==> src/rtl/shift_normalizer.sv <==
// shift_normalizer
//
// Normalizes a 16-bit operand so that its MSB is set. The leading-zero count is
// found serially, one bit per cycle from bit 15 down. The shift itself is done by
// an external Left_Barrel_Shifter that this block drives through sh_data/sh_control.
// One operand is in flight at a time.
//
// Ports
//   clk         rising-edge clock
//   rst_n       asynchronous active-low reset
//   in_valid    operand offered
//   in_ready    block is idle and can accept an operand
//   in_data     operand to normalize
//   sh_data     barrel shifter data input (operand register)
//   sh_control  barrel shifter shift amount (count register, low 4 bits)
//   sh_result   barrel shifter result, combinational from sh_data/sh_control
//   out_valid   normalized result available
//   out_ready   consumer accepts the result
//   out_data    normalized operand, MSB set unless out_zero
//   out_count   leading-zero count applied, 0..16
//   out_zero    operand was zero

module shift_normalizer (
    input  logic        clk,
    input  logic        rst_n,
    input  logic        in_valid,
    output logic        in_ready,
    input  logic [15:0] in_data,
    output logic [15:0] sh_data,
    output logic [3:0]  sh_control,
    input  logic [15:0] sh_result,
    output logic        out_valid,
    input  logic        out_ready,
    output logic [15:0] out_data,
    output logic [4:0]  out_count,
    output logic        out_zero
);

    typedef enum logic [1:0] {
        StIdle,
        StScan,
        StShift,
        StDone
    } state_e;

    state_e      state_q, state_d;
    logic [15:0] operand_q, operand_d;
    logic [3:0]  index_q, index_d;
    logic [4:0]  count_q, count_d;
    logic [15:0] out_data_q, out_data_d;
    logic [4:0]  out_count_q, out_count_d;
    logic        out_zero_q, out_zero_d;

    always_ff @(posedge clk or negedge rst_n) begin
        if (!rst_n) begin
            state_q     <= StIdle;
            operand_q   <= 16'h0000;
            index_q     <= 4'd0;
            count_q     <= 5'd0;
            out_data_q  <= 16'h0000;
            out_count_q <= 5'd0;
            out_zero_q  <= 1'b0;
        end else begin
            state_q     <= state_d;
            operand_q   <= operand_d;
            index_q     <= index_d;
            count_q     <= count_d;
            out_data_q  <= out_data_d;
            out_count_q <= out_count_d;
            out_zero_q  <= out_zero_d;
        end
    end

    always_comb begin
        state_d     = state_q;
        operand_d   = operand_q;
        index_d     = index_q;
        count_d     = count_q;
        out_data_d  = out_data_q;
        out_count_d = out_count_q;
        out_zero_d  = out_zero_q;

        unique case (state_q)
            StIdle: begin
                if (in_valid) begin
                    operand_d = in_data;
                    index_d   = 4'd15;
                    count_d   = 5'd0;
                    state_d   = StScan;
                end
            end
            StScan: begin
                if (operand_q[index_q]) begin
                    count_d = 5'd15 - {1'b0, index_q};
                    state_d = StShift;
                end else if (index_q != 4'd0) begin
                    index_d = index_q - 4'd1;
                    count_d = count_q + 5'd1;
                end else begin
                    // All-zero operand: skip the shifter. count goes to 16 so that
                    // sh_control (count[3:0]) settles back at 0.
                    count_d     = 5'd16;
                    out_data_d  = 16'h0000;
                    out_count_d = 5'd16;
                    out_zero_d  = 1'b1;
                    state_d     = StDone;
                end
            end
            StShift: begin
                // sh_control has held count since the SCAN->SHIFT edge, so
                // sh_result is already the shifted operand.
                out_data_d  = sh_result;
                out_count_d = count_q;
                out_zero_d  = 1'b0;
                state_d     = StDone;
            end
            StDone: begin
                if (out_ready) begin
                    state_d = StIdle;
                end
            end
            default: begin
                state_d = StIdle;
            end
        endcase
    end

    assign in_ready   = (state_q == StIdle);
    assign out_valid  = (state_q == StDone);
    assign sh_data    = operand_q;
    assign sh_control = count_q[3:0];
    assign out_data   = out_data_q;
    assign out_count  = out_count_q;
    assign out_zero   = out_zero_q;

endmodule

==> config.mk <==
export PLATFORM = sky130hd
export DESIGN_NAME = shift_normalizer
export DESIGN_NICKNAME = d
export VERILOG_FILES = /design/src/rtl/shift_normalizer.sv
export SDC_FILE = /design/constraint.sdc
export NUM_CORES = 1
export LEC_CHECK = 0
export ABC_CLOCK_PERIOD_IN_PS = 2410
export CAP_MARGIN = 20
export CORE_ASPECT_RATIO = 1.5
export CORE_UTILIZATION = 30
export DETAILED_ROUTE_END_ITERATION = 6
export REMOVE_ABC_BUFFERS = 1
export SLEW_MARGIN = 25
export SYNTH_ARGS = -nofsm -noshare
export SYNTH_HDL_FRONTEND = slang
export SYNTH_SLANG_ARGS = --single-unit
==> constraint.sdc <==
create_clock -name clk -period 2.41 [get_ports clk]
set_clock_uncertainty 0.2 [all_clocks]
set_input_delay 0.241 -clock clk [delete_from_list [all_inputs] [get_ports clk]]
set_output_delay 0.241 -clock clk [all_outputs]
set_load 0.02 [all_outputs]
# After elaboration in Yosys (flattened, before gate mapping)
# Index checks and enable logic that the tools add are counted.
[word_totals]
in_bits = 36
reg_bits = 49
output_inout_bits = 44
[op_classes]
n_eq_ne = 9
reduce_logical = 9
muxes = 24
order_cmp = 1
n_addsub = 3
[op_table]
columns = ["operator", "n"]
rows = [
  ["$mux 16", 2],
  ["$pmux 16 s2", 1],
  ["$mux 5", 5],
  ["$pmux 5 s2", 2],
  ["$mux 4", 3],
  ["$mux 2", 4],
  ["$ne 2x2->1 const B", 4],
  ["$pmux 2 s4", 1],
  ["$pmux 4 s2", 1],
  ["$reduce_and 3->1", 2],
  ["$add 5x1->5 const B", 1],
  ["$lt 4x5->1 const B", 1],
  ["$sub 4x4->5 const A", 1],
  ["$bmux 1 s4", 1],
  ["$eq 2x2->1 const B", 2],
  ["$reduce_and 2->1", 2],
  ["$reduce_and 4->1", 1],
  ["$reduce_bool 2->1", 2],
  ["$reduce_bool 4->1", 1],
  ["$sub 4x1->4 const B", 1],
  ["$mux 1", 3],
  ["$ne 3x3->1 const B", 1],
  ["$eq 2x1->1 const B", 1],
  ["$logic_not 2->1", 1],
  ["other kinds (2)", 2],
]

# Logic depth before layout (Yosys ltp)
# Gate-level depths: netlist (run 1).
[logic_depth]
ltp_word = 4
depth_mapped = 9

# Worst setup path before layout (run 1)
# Ideal clock, no wire load.
[synth_timing]
path_kind = "flip-flop to flip-flop"
start = "register index_q[0]"
end = "register index_q[0]"
slack_ns = 0.023
stages_incl_launch_ff = 7
n_path_buf = 1
required_time_ns = 2.064
t_arrival_ns = 2.040
cell_sequence = "dfrtp_1 > buf_6 > mux4_2 > mux2_4 > or3_4 > a2111oi_4 > a311oi_2"
[synth_via]
elab_chain_len = 4
word_cells_on_any_way = 10
classes_between = "add/sub: 1; eq/ne: 2; mux: 5; reduce/logical: 2"
[synth_lines]
columns = ["element", "line_no", "text"]
rows = [
  ["from (decl)", "48", "logic [3:0] index_q, index_d;"],
  ["from (signal assigned)", "66", "index_q <= index_d;"],
  ["$sub 4x1->4 / $bmux 1 s4 (equally long branches)", "97, 93", ""],
  ["$mux 4 / $mux 1 (equally long branches)", "96, 93", ""],
  ["$mux 4 / $ne 2x2->1 (equally long branches)", "--", ""],
  ["$pmux 4 s2 / $reduce_and 4->1 (equally long branches)", "--", ""],
]
# Parallel ways exist; a longest one is shown, timed or not. The select of a mux whose other input is x is not followed.
# A chain may end at the register's enable or synchronous reset.

# Final worst setup path (run 1)
# Same ends and word-level chain as after synthesis.

==> results_dict.tcl, run 1 <==
set metrics [dict create \
    dpl.hpwl_um 4430 \
    grtUsageTotal 0.146 \
    antenna_found_initial 0 \
    whs_endpoint "count_q[4]" \
    end_kind "flip-flop" \
    max_stage_delay_ps 530 \
    wirelength_um 5990 \
    postSynthCellCount 201 \
    drv_cap 0 \
    hold_class "reg2reg" \
    via_count 1981 \
    r2r_cells 5 \
    synth-adder-area-share 0.0312 \
    arrival_ps 2350 \
    dp_slack_ps -23.5 \
    cts_buffer_depth 2 \
    ys_seq_area_frac 0.510 \
    cp_max_fo 5 \
    synth_cell_types 44 \
    period_needed_ps 2370 \
    grt_max_degree 31 \
    synth_compound_area_frac 0.185 \
    rrSetupSlack_ps 40 \
    synth_xor_area_frac 0.00728 \
    std_cell_rows 39 \
    postRouteAntennaNets 0 \
    cp_data_required_time_ps 2390 \
    tightestPinTransition_ps 696 \
    rsz0062_at_grt "no" \
    dieHeight_um 112 \
    mostFrequentLayoutCell "clkdlybuf4s50_1" \
    setup_slack_ps 43.8 \
    finalHoldViolations 0 \
    grt_pass1_wl_um 9440 \
    cts_root_buf "clkbuf_16" \
    place.gp.congestion 0.881 \
    setup_viol 0 \
    wire_per_inst_um 15.0 \
    synth-simple-area-share 0.0905 \
    multi_input_area_sq_um 1090 \
    synth_top_family_by_area "compound AO/OA/AOI/OAI gates" \
    clk_latency_ps 280 \
    cp-start-kind "flip-flop" \
    nFillCells 760 \
    grt_pass1_vias 2021 \
    p_leak_nw 1.59 \
    cellPowerDensity_nw_per_um2 1370 \
    fin_crit_sh 0.982 \
    ir_drop_mv 0.638 \
    grt_overflow_total 0 \
    path_clk_slew_ps 70 \
    synth.area.mux_share 0.130 \
    drc 0 \
    nets 339 \
    crit_type "reg2reg" \
    cts_htree_levels 2 \
    cp_cell_sequence "mux4_2, mux2_4, or3_4, and2_4, a311oi_2" \
    antennaDiodeCount 0 \
    min_path_cells 1 \
    netlist_area_sq_um 2400 \
    slew_headroom 0.536 \
    max_freq_ghz 0.423 \
    dieArea_sq_um 8390 \
    final_cell_mix "clkdlybuf4s50_1, dfrtp_1, a22o_1" \
    worstReg2RegStart "index_q[0]" \
    start_util 0.312 \
    drive_above_1_share 0.208 \
    synth_seq_cells 49 \
    final_util 0.470 \
    io_pins 80 \
    vias_per_cell 4.95 \
    numCtsBuffers 5 \
    holdCritStartpoint "count_q[4]" \
    avgSynthCellArea_sq_um 12.0 \
    r2r-end "index_q[0]" \
    slew_violations 0 \
    ys_warn_count 0 \
    slowest_stage "mux4_2" \
    cts_tree "yes" \
    placeableCoreArea_sq_um 7710 \
    syn2layout_area_growth_pct 50.6 \
    seq_area_sq_um 1230 \
    firstDrtPassIters 4 \
    clock-sinks 49 \
    outcome "finished clean" \
    drt-initial-drc-count 58 \
    die_w_um 75.1 \
    port_buffers 79 \
]
-- stage by stage --
step	hold slack, ps	power, mW	area [sq um]	setup TNS [ps]	instances
2_1_floorplan	-255	2.91	2330	-4920	188
3_3_place_gp	129	4.23	3440	0	390
3_5_place_dp	136	4.25	3440	-23.5	390
4_1_cts	302	4.97	3590	0	399
5_1_grt	317	5.25	3620	0	400
6_report	297	4.95	3620	0	400
-- how the worst max path moves through the flow --
stage / endpoint / start
global route: index_q[0] / index_q[0]
CTS: index_q[0] / index_q[0]
finish: index_q[0] / index_q[0]
floorplan: out_count[4] / index_q[0]
detailed placement: index_q[0] / index_q[0]
global placement: index_q[0] / index_q[0]
-- power breakdown --
group          internal [mW]  switching (mW)  leakage [nW]
registers               1.17           0.258         0.598
logic                   1.50            1.34         0.921
clock network          0.381           0.291        0.0696
-- what timing repair did --
| item | in CTS | in global routing |
|---|---|---|
| endpoints found under the hold margin | 28 | 0 |
| pin swaps | 0 | 1 |
| buffers inserted | 0 | 1 |
| setup endpoints to repair | 3 | 25 |
| resized for setup | 1 | 6 |
| hold buffers | 1 | 0 |
-- state kept, by name, indices dropped and copies added, names as in the netlist --
register and count:
count_q 5, index_q 4, out_count 5, out_data 16, out_zero 1, sh_data 16
state_q 2
-- worst max-delay path: cells and delay by family, from the launching register on --
kind               cells  cell delay (ps)
DFF                    1              440
AOI/OAI and AO/OA      1              270
and+or+nand+nor        2              540
muxes                  2              830
-- layer usage --
| layer | vias up | track usage | share of wire |
|---|---|---|---|
| li1 | 943 | - | - |
| met1 | 975 | 0.169 | 0.42 |
| met2 | 59 | 0.261 | 0.52 |
| met3 | 4 | 0.0262 | 0.048 |
| met4 | 0 | 0.0465 | 0.0085 |
| met5 | - | 0 | 0 |
-- cells by family after synthesis --
| group | count (synthesis) |
|---|---|
| buffers and inverters | 23 |
| flip-flops | 49 |
| adder cells (fa/ha/maj) | 6 |
| multiplexers | 26 |
| XOR/XNOR | 2 |
| AO/OA/AOI/OAI | 53 |
| AND/OR/NAND/NOR | 42 |
-- synthesized netlist by cell type --
| master | instances | area, sq um |
|---|---|---|
| nand2_1 | 13 | 48.8 |
| a22o_1 | 22 | 193 |
| o2bb2ai_1 | 1 | 8.76 |
| a21boi_1 | 1 | 7.51 |
| a21oi_1 | 4 | 20.0 |
| a22oi_1 | 2 | 15.0 |
| nor4_1 | 1 | 6.26 |
| o311ai_0 | 1 | 8.76 |
| xnor2_1 | 1 | 8.76 |
| o211a_1 | 1 | 10.0 |
| a21o_1 | 2 | 15.0 |
| a31oi_1 | 4 | 25.0 |
| mux2_4 | 1 | 15.0 |
| xor2_1 | 1 | 8.76 |
| a211o_1 | 1 | 8.76 |
| o21a_1 | 1 | 7.51 |
| o21ai_0 | 3 | 15.0 |
| nand3_1 | 5 | 25.0 |
| o22a_1 | 2 | 17.5 |
| or2_1 | 1 | 6.26 |
| and2_1 | 2 | 12.5 |
| mux2_2 | 18 | 203 |
| buf_4 | 4 | 30.0 |
| clkbuf_1 | 6 | 22.5 |
| nor2_1 | 7 | 26.3 |
| nor3_1 | 3 | 15.0 |
| o31ai_1 | 1 | 7.51 |
| dfrtp_1 | 49 | 1230 |
| a2111oi_4 | 1 | 27.5 |
| and2_4 | 1 | 8.76 |
| a211oi_1 | 1 | 7.51 |
| ha_1 | 6 | 75.1 |
| nand4_1 | 1 | 6.26 |
| a2bb2oi_1 | 2 | 17.5 |
| buf_2 | 2 | 10.0 |
| mux4_2 | 2 | 45.0 |
| nand4b_1 | 3 | 26.3 |
| a311oi_2 | 1 | 15.0 |
| or3_4 | 1 | 11.3 |
| o41ai_1 | 2 | 17.5 |
| buf_6 | 1 | 11.3 |
| nor2b_1 | 4 | 25.0 |
| mux2i_1 | 5 | 50.1 |
| inv_1 | 10 | 37.5 |
-- area by class of cell --
| class | count | area share |
|---|---|---|
| well taps | 102 | 0.0352 |
| flip-flops and latches | 49 | 0.339 |
| clock inverters | 3 | 0.00484 |
| inverters | 10 | 0.0104 |
| multi-input cells | 129 | 0.300 |
| repair buffers | 102 | 0.276 |
| clock buffers | 5 | 0.0346 |
Note: power is estimated with default switching activity, not from simulation.
==> run 2, diff against run 1 <==
- CORE_MARGIN: unset -> 1
- GPL_TIMING_DRIVEN: unset -> 0
- SETUP_SLACK_MARGIN: unset -> 0.3
==> results_dict.tcl, run 2 (same netlist as run 1, synthesis figures left out) <==
set metrics [dict create \
    std_cell_rows 39 \
    drt-initial-drc-count 45 \
    max_stage_delay_ps 530 \
    final_cells 400 \
    wire_per_inst_um 15.9 \
    tightestPinTransition_ps 622 \
    ir_drop_mv 0.730 \
    final_cell_mix "clkdlybuf4s50_1, dfrtp_1, a22o_1" \
    numCtsBuffers 5 \
    wirelength_um 6370 \
    port_buffers 79 \
    dieArea_sq_um 8390 \
    dp_slack_ps -722 \
    end_kind "flip-flop" \
    vias_per_cell 5.08 \
    nets 339 \
    dpl-instance-area_sq_um 3270 \
    cp_max_fo 4 \
    crit_type "reg2reg" \
    fin_area_sq_um 3820 \
    clk_latency_ps 290 \
    path_delay_family "multiplexers" \
    path_clk_slew_ps 70 \
    cp-start-kind "flip-flop" \
    cellPowerDensity_nw_per_um2 1420 \
    cts_tree "yes" \
    cp_cell_sequence "mux4_2, mux2_4, buf_4, or2_4, a21o_1, a22o_1" \
    io_pins 80 \
    p_leak_nw 1.66 \
    firstDrtPassIters 4 \
    grt_pass1_vias 2066 \
    postRouteAntennaNets 0 \
    placeableCoreArea_sq_um 7710 \
    cts_buffer_depth 2 \
    p_total_mw 5.44 \
    syn2layout_area_growth_pct 59.1 \
    grt_overflow_total 0 \
    grtUsageTotal 0.157 \
    cts_htree_levels 2 \
    period_needed_ps 2350 \
    start_util 0.312 \
    antenna_found_initial 0 \
    hold_class "reg2reg" \
    dp_cells 370 \
    grt_pass1_wl_um 10100 \
    drv_cap 0 \
    drc 0 \
    dpl.hpwl_um 4010 \
    max_freq_ghz 0.426 \
    setup_slack_ps 64.5 \
    arrival_ps 2320 \
    startpoint "index_q[0]" \
    drive_above_1_share 0.275 \
    cts_root_buf "clkbuf_16" \
    finalHoldViolations 0 \
    holdCritStartpoint "out_data[1]" \
    dieHeight_um 112 \
    antennaDiodeCount 0 \
    nFillCells 742 \
    via_count 2031 \
    slew_violations 0 \
    outcome "finished clean" \
    setup_viol 0 \
    slew_headroom 0.586 \
    mostFrequentLayoutCell "clkdlybuf4s50_1" \
    clock-sinks 49 \
    die_w_um 75.1 \
    worstReg2RegStart "index_q[0]" \
    critPathBufInv 1 \
    rsz0062_at_grt "yes" \
    cp_data_required_time_ps 2380 \
    place.gp.congestion 0.873 \
    grt_max_degree 50 \
    slowest_stage "mux4_2" \
    fin_crit_sh 0.973 \
    final_util 0.496 \
]
## run 2: cell type report
| cell class | instances | area [sq um] | share of cell area |
|---|---|---|---|
| well taps | 102 | 128 | 0.0334 |
| clock inverters | 3 | 68.8 | 0.0180 |
| repair buffers | 99 | 975 | 0.255 |
| flip-flops and latches | 49 | 1230 | 0.321 |
| clock buffers | 5 | 125 | 0.0327 |
| inverters | 10 | 43.8 | 0.0114 |
| multi-input cells | 132 | 1260 | 0.328 |
## run 2: stage by stage
stage / hold slack (ps) / setup TNS [ps]
after floorplan: -255 / -4920
after global placement: 273 / -52270
after detailed placement: 108 / -18940
after CTS: 292 / 0
after global routing: 313 / 0
final: 298 / 0
## run 2: repair_timing
| item | CTS | global route |
|---|---|---|
| pin swaps | 10 | 3 |
| gates resized for setup | 39 | 7 |
| buffers inserted | 12 | 5 |
| hold endpoints to repair | 49 | 0 |
| setup endpoints to repair | 34 | 33 |
| gates cloned | 4 | 0 |
| hold buffers | 1 | 0 |
## run 2: per-layer routing
metal | share of wire | vias up | routed length [um] | GRT usage
li1 | - | 951 | - | -
met1 | 0.40 | 1002 | 2550 | 0.172
met2 | 0.54 | 66 | 3420 | 0.289
met3 | 0.043 | 12 | 271 | 0.0281
met4 | 0.019 | 0 | 119 | 0.0541
met5 | 0 | - | 0 | 0
## run 2: worst paths after layout
kind	slack, ps	cells past startpoint	end
worst min register to register	300	1	out_data[1]
worst max register to register	60	6	index_q[2]
max in group asynchronous	1270	2	index_q[2]
min in group asynchronous	310	2	state_q[1]
worst min-delay path	300	1	out_data[1]
worst max-delay path	60	6	index_q[2]
## run 2: where the power goes
part           switching, mW  internal, mW  leakage [nW]
sequential             0.251          1.17         0.598
combinational           1.50          1.61         0.967
clock                  0.310         0.598        0.0944
total                   2.06          3.38          1.66
## run 2: worst reg2reg max path, cell delays in order (launching register included)
cell	delay, ps
dfrtp_2	420
mux4_2	530
mux2_4	310
buf_4	150
or2_4	250
a21o_1	190
a22o_1	180
==> RTL edit, RTL diff (config.mk and constraints of run 2) <==
Register the output `out_count` once more, cleared by the reset; this adds one clock of latency there. The other outputs are not delayed to match.
--- a/src/rtl/shift_normalizer.sv
+++ b/src/rtl/shift_normalizer.sv
@@ -132,3 +132,9 @@
     assign out_data   = out_data_q;
-    assign out_count  = out_count_q;
+    always_ff @(posedge clk or negedge rst_n) begin
+        if (!rst_n) begin
+            out_count <= '0;
+        end else begin
+            out_count <= out_count_q;
+        end
+    end
     assign out_zero   = out_zero_q;
Behaviour: not the same (Yosys sat finds a counterexample within 10 cycles, from zero or initial values and one cycle with rst_n low).
==> RTL edit against run 2 <==
- first-iteration DRC count grew 27%
- routed wire length grew 5.5%
- setup slack gained 0.025 ns
- fmax grew 1.1%
- total power grew 9.4%
- combinational power grew 18%
- sequential cell count grew 5
- cell count grew 12%
- area after synthesis grew 11%
- count of clock-buffer cells in the layout is the same
- sequential power grew 9.9%
- cell area grew 12%
==> RTL edit: results (changes against run 2) <==
Port Buffers 79 (unchanged); worst hold path type input port to async pin; first-pass GRT wire length 10.7 mm (+6.3%); GP Congestion 0.786 (-10%); main area contributors after synthesis dfrtp_1 50%, mux2_2 7.6%, o21ai_2 6.5%; Pleak 1.84 nW (+11%); number of global-route vias before repair 2176 (+5.3%); final setup vio count 0 (unchanged); share of cells above drive strength 1 38.3% (+11 points); reg-to-reg endpoint count_q[0]; DRT Pass-1 Iters 4 (unchanged); Final nets 381 (+12%); Finished Layout Cells 446 (+12%); Worst IR Drop VDD 0.565 mV (-23%); largest net degree at the start of global routing 36 (-28%); clk_lat worst skew ~0.3 ns; R2R setup slack 0.09 ns (+0.02 ns); relative slew slack 75.0% (+16 points); Syn Inst Count 238 (+18%); Root Driver clkbuf_16; CTS Hold Bufs 1 (unchanged); Data arrival, critical path roughly 2.3 ns; clock slew at reported path FFs 0.07 ns (about the same); Antenna Cells 0 (unchanged); drt wl/cell 15.1 um (-5.4%); unique cell type count in the Yosys netlist 46 (+4.5%); outcome complete, no violations; slowest cell on the critical path or4_4; Post-DP Area 3550 um2 (+8.8%); CTS buffer count 5 (unchanged); Crit path max-delay family simple AND/OR/NAND/NOR gates; worst hold slack 0.168 ns (-0.129 ns); # resized after CTS 50 (+28%); Max Cap Viol 0 (unchanged); r2r worst-path depth 8 (+2); HPWL after DPL 4.18 mm (+4.4%); postcts setup bufs 15 (+3); Initial DRC Count 57 (+27%); DR vias/cell 4.89 (-3.7%); initial antenna violation count 0 (unchanged); sequential area share after synthesis 50.5% (-0.50 points); clk buf depth 2 (unchanged); most frequent cells after synthesis 54 x dfrtp_1, 46 x nand2_1, 20 x o21ai_2; crit path max fanout 6 (+2); Synth Warn # 0 (unchanged); post-place setup slack -0.254 ns (+0.468 ns); crit-path max cell delay ~0.54 ns; Tot GR Track Use 14.7% (-0.96 points); Post-Place Cells 413 (+12%)
RTL edit: cell count changes in the layout (fill, tap and decap cells not counted), moves of 4 or more:
cell / change
buf_4: -4
o21ai_2: +22
a22o_1: -19
buf_16: +4
nand2_4: +6
nand2_2: +14
dfrtp_1: +4
nand2_1: +14
buf_12: +4
o21a_4: -4
RTL edit: report_power, final:
part | switching, mW | internal, mW
clock network | 0.343 | 0.383
logic | 1.72 | 1.95
registers | 0.310 | 1.25
total | 2.37 | 3.58
RTL edit: layout make-up:
cell class / count / area, um2
Fill cell: 756 / 4230
Multi-Input combinational cell: 160 / 1430
Inverter: 10 / 37.5
Clock buffer: 5 / 125
Tap cell: 107 / 134
Timing Repair Buffer: 108 / 1200
Clock inverter: 2 / 13.8
Sequential cell: 54 / 1360
RTL edit: worst max-delay path by stage:
stage	start	to	slack, ns	depth (start not counted)
5_1_grt	index_q[0]	out_data[14]	0.04	10
3_5_place_dp	index_q[0]	out_data[15]	-0.25	6
6_report	index_q[0]	count_q[0]	0.09	8
4_1_cts	index_q[0]	out_data[9]	0.07	10
3_3_place_gp	index_q[0]	out_count_q[4]	-0.87	5
2_1_floorplan	index_q[0]	out_count_q[4]	-0.39	5
RTL edit: layer usage:
layer  share of wire, %  global-route usage (%)  routed length (um)  vias up
met5                  0                       0                   0        -
met1                 39                    16.2                2610     1070
li1                   -                       -                   -     1037
met2                 55                    27.5                3670       62
met3                4.4                    3.02                 298       11
met4                2.0                    4.20                 135        0
RTL edit: logic make-up after synthesis:
family	count (synthesis)	synth area share (%)
buffers and inverters	24	5.47
multiplexers	28	11.5
AO/OA/AOI/OAI	51	16.3
XOR/XNOR	2	0.655
adder cells (fa/ha/maj)	6	2.80
flip-flops	54	50.5
AND/OR/NAND/NOR	73	12.7
